[config.mk]
export PLATFORM = sky130hd
export DESIGN_NAME = overlap_window_ctrl
export DESIGN_NICKNAME = d
export VERILOG_FILES = /design/src/rtl/window_pkg.sv /design/src/rtl/overlap_window_ctrl.sv
export SDC_FILE = /design/constraint.sdc
export NUM_CORES = 1
export LEC_CHECK = 0
export ABC_CLOCK_PERIOD_IN_PS = 8400
export CAP_MARGIN = 10
export CORE_ASPECT_RATIO = 1.25
export CORE_MARGIN = 1.5
export CORE_UTILIZATION = 40
export DETAILED_ROUTE_END_ITERATION = 7
export GPL_ROUTABILITY_DRIVEN = 1
export GPL_TIMING_DRIVEN = 0
export HOLD_SLACK_MARGIN = 0.15
export RECOVER_POWER = 100
export SLEW_MARGIN = 10
export SYNTH_ARGS = -nofsm -noshare
export SYNTH_HDL_FRONTEND = slang
export SYNTH_SLANG_ARGS = --single-unit
[constraint.sdc]
create_clock -name clock -period 8.4 [get_ports clock]
set_input_delay 1.26 -clock clock [delete_from_list [all_inputs] [get_ports clock]]
set_output_delay 1.26 -clock clock [all_outputs]
set_load 0.005 [all_outputs]
[src/rtl/window_pkg.sv]
// Shared types and default geometry for the overlapping-window buffer controller.
package window_pkg;

  typedef enum logic {PRIME, RUN} state_e;

  localparam int unsigned ADDRWIDTH_DFLT = 12;
  localparam int unsigned WINLOG_DFLT    = 11;
  localparam int unsigned HOPLOG_DFLT    = 10;

  localparam int unsigned DEPTH_DFLT = 1 << ADDRWIDTH_DFLT;
  localparam int unsigned WIN_DFLT   = 1 << WINLOG_DFLT;
  localparam int unsigned HOP_DFLT   = 1 << HOPLOG_DFLT;

endpackage

[src/rtl/overlap_window_ctrl.sv]
// Address/flow controller for a circular sample buffer read as overlapping windows.
// Define OVERLAP_WINDOW_OVERRUN_EN to add sticky overrun/underrun flags.
module overlap_window_ctrl
  import window_pkg::*;
#(
  parameter int unsigned ADDRWIDTH = ADDRWIDTH_DFLT,
  parameter int unsigned WINLOG    = WINLOG_DFLT,
  parameter int unsigned HOPLOG    = HOPLOG_DFLT
) (
  input  logic                 clock,
  input  logic                 reset,
  input  logic                 enqueue,
  input  logic                 dequeue,
  input  logic                 flush,
  output logic                 full,
  output logic                 empty,
  output logic [ADDRWIDTH-1:0] write_addr,
  output logic [ADDRWIDTH-1:0] read_addr,
  output logic [WINLOG-1:0]    window_addr,
  output logic                 window_first,
  output logic                 window_last,
`ifdef OVERLAP_WINDOW_OVERRUN_EN
  output logic                 overrun,
  output logic                 underrun,
`endif
  output logic [ADDRWIDTH:0]   level
);

  localparam int unsigned DEPTH = 1 << ADDRWIDTH;
  localparam int unsigned WIN   = 1 << WINLOG;
  localparam int unsigned HOP   = 1 << HOPLOG;
  localparam int unsigned PW    = ADDRWIDTH + 1;

  localparam logic [ADDRWIDTH:0] DEPTH_L = PW'(DEPTH);
  localparam logic [ADDRWIDTH:0] WIN_L   = PW'(WIN);
  localparam logic [ADDRWIDTH:0] HOP_L   = PW'(HOP);
  localparam logic [WINLOG-1:0]  IDX_END = WINLOG'(WIN - 1);

  if (HOPLOG >= WINLOG || WINLOG > ADDRWIDTH) begin : g_bad_cfg
    $error("overlap_window_ctrl: need HOPLOG < WINLOG <= ADDRWIDTH");
  end

  state_e               state_q, state_d;
  logic [ADDRWIDTH:0]   enq_q, enq_d;
  logic [ADDRWIDTH:0]   base_q, base_d;
  logic [WINLOG-1:0]    idx_q, idx_d;
  logic [ADDRWIDTH:0]   idx_ext;
  logic [ADDRWIDTH:0]   level_d;
  logic                 acc_enq;
  logic                 acc_deq;

  always_comb begin
    idx_ext      = PW'(idx_q);
    level        = enq_q - base_q;
    full         = (level == DEPTH_L);
    empty        = (state_q == PRIME) || (level == idx_ext);
    write_addr   = enq_q[ADDRWIDTH-1:0];
    read_addr    = base_q[ADDRWIDTH-1:0] + idx_ext[ADDRWIDTH-1:0];
    window_addr  = idx_q;
    window_first = (idx_q == '0) && !empty;
    window_last  = (idx_q == IDX_END) && !empty;
  end

  // Flags come from pre-edge state, so a retiring hop never unblocks this cycle's enqueue.
  always_comb begin
    acc_enq = enqueue && !full;
    acc_deq = dequeue && !empty && !flush;
    enq_d   = enq_q + PW'(acc_enq);
    base_d  = base_q;
    idx_d   = idx_q;
    state_d = state_q;
    if (flush) begin
      base_d  = enq_q;
      idx_d   = '0;
    end else if (acc_deq) begin
      if (idx_q == IDX_END) begin
        idx_d  = '0;
        base_d = base_q + HOP_L;
      end else begin
        idx_d  = idx_q + WINLOG'(1);
      end
    end
    level_d = enq_d - base_d;
    if (flush) begin
      state_d = PRIME;
    end else if (state_q == PRIME && level_d >= WIN_L) begin
      state_d = RUN;
    end
  end

  always_ff @(posedge clock) begin
    if (reset) begin
      state_q <= PRIME;
      enq_q   <= '0;
      base_q  <= '0;
      idx_q   <= '0;
    end else begin
      state_q <= state_d;
      enq_q   <= enq_d;
      base_q  <= base_d;
      idx_q   <= idx_d;
    end
  end

`ifdef OVERLAP_WINDOW_OVERRUN_EN
  logic ovr_q, ovr_d;
  logic und_q, und_d;

  always_comb begin
    ovr_d = flush ? 1'b0 : (ovr_q || (enqueue && full));
    und_d = flush ? 1'b0 : (und_q || (dequeue && empty && state_q == RUN));
  end

  always_ff @(posedge clock) begin
    if (reset) begin
      ovr_q <= 1'b0;
      und_q <= 1'b0;
    end else begin
      ovr_q <= ovr_d;
      und_q <= und_d;
    end
  end

  assign overrun  = ovr_q;
  assign underrun = und_q;
`endif

endmodule

==> impl_metrics.yaml <==
cells_and_area:
  fillCellCount: 913
  seqCellArea_um2: 761
  area_growth_pct: 21.1
  final_nets: 570
  multi_input_area_um2: 2630
  diodes: 0
  drive_gt1_share_pct: 9.35
critical_path:
  crit_arrival_ps: 7500
  crit_type: "reg2reg"
  critPathMaxFanout: 4
  cpMaxStageDelayCell: "a2111oi_0"
  cp-start-kind: "flop"
  worstPathRequired_ps: 8610
  end_kind: "flop"
  crit_family: "compound AO/OA/AOI/OAI gates"
  cpPeakStageDelay_ps: 900
  path_buf_inv: 1
  crit_top_cell: "ha_1"
clocking:
  clk_latency_ps: 290
  cts_max_level: 2
  clock-sinks: 38
  cts_resized: 0
  cts_tree: "done"
  cts_hold_buf: 0
  clkTransAtPathRegs_ps: 60
  post-cts-setup-buffers: 0
  cts_max_path_buffers: 2
  cts-root-buf: "clkbuf_16"
  cts_inserted_buffers: 5
route:
  routed_via_density: 5.34
  drc_errors: 0
  wl_per_cell_um: 16.1
  drtIter0Drc: 193
  dr.pass1.iters: 5
  drt-total-wl_um: 10400
  postRouteAntennaNets: 0
  vias: 3454
global_route:
  overflow: 0
  grt_pass1_vias: 3368
  antenna_found_initial: 0
  grt_util_all_layers_pct: 20.8
  grt_max_degree: 14
  grt_pass1_wl_um: 16500
logic_synthesis:
  yosysTopAreaCellShare_pct: 20.2
  synth_edf_count: 0
  async_flop_share_pct: 0
  yosysWarnings: 0
  yosys_most_used_dff: "dfxtp_1"
  yosysMostFrequentCell: "nor2_1"
  syn-cell-area_um2: 3760
  yosys.area.top_type: "dfxtp_1"
  synth-seq-cells: 38
  synth-seq-area-share_pct: 20.2
  synth_common_cells: "48 x nor2_1, 40 x ha_1, 38 x dfxtp_1"
  synthTopCellsByArea: "dfxtp_1 20%, ha_1 13%, xnor2_1 6.3%"
  syn_avg_cell_area_um2: 8.16
  syn_inst: 461
  syn_nets: 508
  synth_cell_types: 72
timing:
  fmax_mhz: 137
  finalSetupViolCount: 0
  holdWs_ps: 563
  period_share_pct: 86.9
  worst_slew_pin_slew_ps: 1120
  rsz0062_at_grt: "no"
  relSlewSlack_pct: 25.1
  drv_slew: 0
  skew_ps: 4.02
  min_period_ps: 7300
  hold_viol: 0
  setup-tns-final_ps: 0
die:
  fp.coreArea_um2: 9130
  die_h_um: 111
  io_pins: 57
  start_util_pct: 41.2
  dieArea_um2: 10000
  die_w_um: 89.8
  std_cell_rows: 39
flow_run:
  cap_violations: 0
run_status:
  status: "complete, no violations"
placement:
  io_buffers: 55
  gp_congestion: 0.846
  dp_hpwl_um: 8490
pwr:
  irDropWorstVdd_uv: 87.8
  power_density_nw_per_um2: 118
  power.leakage_uw: 0.00203
  p_total_uw: 536
min_path:
  hold_class: "reg2reg"
[power by group]
group / leakage, µW / switching (µW) / total [µW] / internal, µW
clock network: 0.0000760 / 79.7 / 220 / 140
registers: 0.000307 / 3.63 / 186 / 183
logic: 0.00165 / 66.5 / 130 / 63.7
[logic make-up after synthesis]
| group | after synthesis | synth area share (%) |
|---|---|---|
| mux | 14 | 3.96 |
| simple gates | 172 | 24.6 |
| buf+inv | 59 | 7.75 |
| xor+xnor | 44 | 10.6 |
| fa+ha+maj | 42 | 14.4 |
| flops | 38 | 20.2 |
| compound gates | 92 | 18.5 |
[flip-flops by register name, indices dropped and copies added, names as in the netlist]
name	count
base_q	13
enq_q	13
window_addr	11
state_q	1
[tightest hold or removal path: cells and delay by family, from the launching register on]
family	cells	cell delay, ps
and+or+nand+nor	1	80
muxes	1	100
DFF	1	350
[worst paths after layout]
kind              startpoint   endpoint  slack, ps  cells after the start
setup / recovery    enq_q[0]    state_q       1100                     26
hold / removal     base_q[5]  base_q[5]        560                      2
hold reg to reg    base_q[5]  base_q[5]        560                      2
setup reg to reg    enq_q[0]    state_q       1100                     26
[cell type report]
class / count / share of cell area (%)
plain buffers: 29 / 3.92
multi-input cells: 364 / 57.7
clock buffers: 5 / 2.74
inverters: 30 / 2.47
repair buffers: 55 / 12.1
clock inverters: 3 / 0.988
flip-flops and latches: 38 / 16.7
well taps: 123 / 3.38
[cells in the final DEF, fill, tap and decap left out, drive strengths merged, types with 3 or more instances in the layout]
cell type | synthesis | final
a211oi | 4 | 4
a21o | 5 | 5
a21oi | 27 | 27
a311oi | 5 | 5
a31oi | 3 | 3
and2 | 6 | 6
and3 | 10 | 10
buf | 21 | 9
clkbuf | 8 | 25
clkdlybuf4s50 | 0 | 16
dfxtp | 38 | 38
dlygate4sd3 | 0 | 39
ha | 40 | 40
inv | 30 | 30
mux2 | 4 | 4
mux2i | 10 | 10
nand2 | 24 | 24
nand2b | 5 | 5
nand3 | 15 | 15
nand3b | 4 | 4
nand4 | 4 | 4
nor2 | 48 | 48
nor2b | 21 | 21
nor3 | 13 | 13
nor4 | 4 | 4
nor4b | 3 | 3
o211ai | 3 | 3
o21a | 4 | 4
o21ai | 22 | 22
or2 | 3 | 3
xnor2 | 28 | 28
xor2 | 16 | 16
[stage by stage]
step / instance area, µm² / util, % / instances / worst slack [ps]
after floorplan: 3760 / - / 461 / 2760
after global placement: 4470 / 49.0 / 639 / 1880
after detailed placement: 4470 / 49.0 / 639 / 1810
after CTS: 4640 / 50.8 / 647 / 1750
after global routing: 4560 / 50.0 / 647 / 761
final: 4560 / 50.0 / 647 / 1100
[metal layers]
metal / vias up / routed length [µm] / GRT usage [%]
li1: 1743 / - / -
met1: 1616 / 4490 / 23.4
met2: 79 / 5390 / 39.6
met3: 16 / 292 / 2.19
met4: 0 / 275 / 8.15
met5: - / 0 / 0
(Power assumes the default switching activity.)
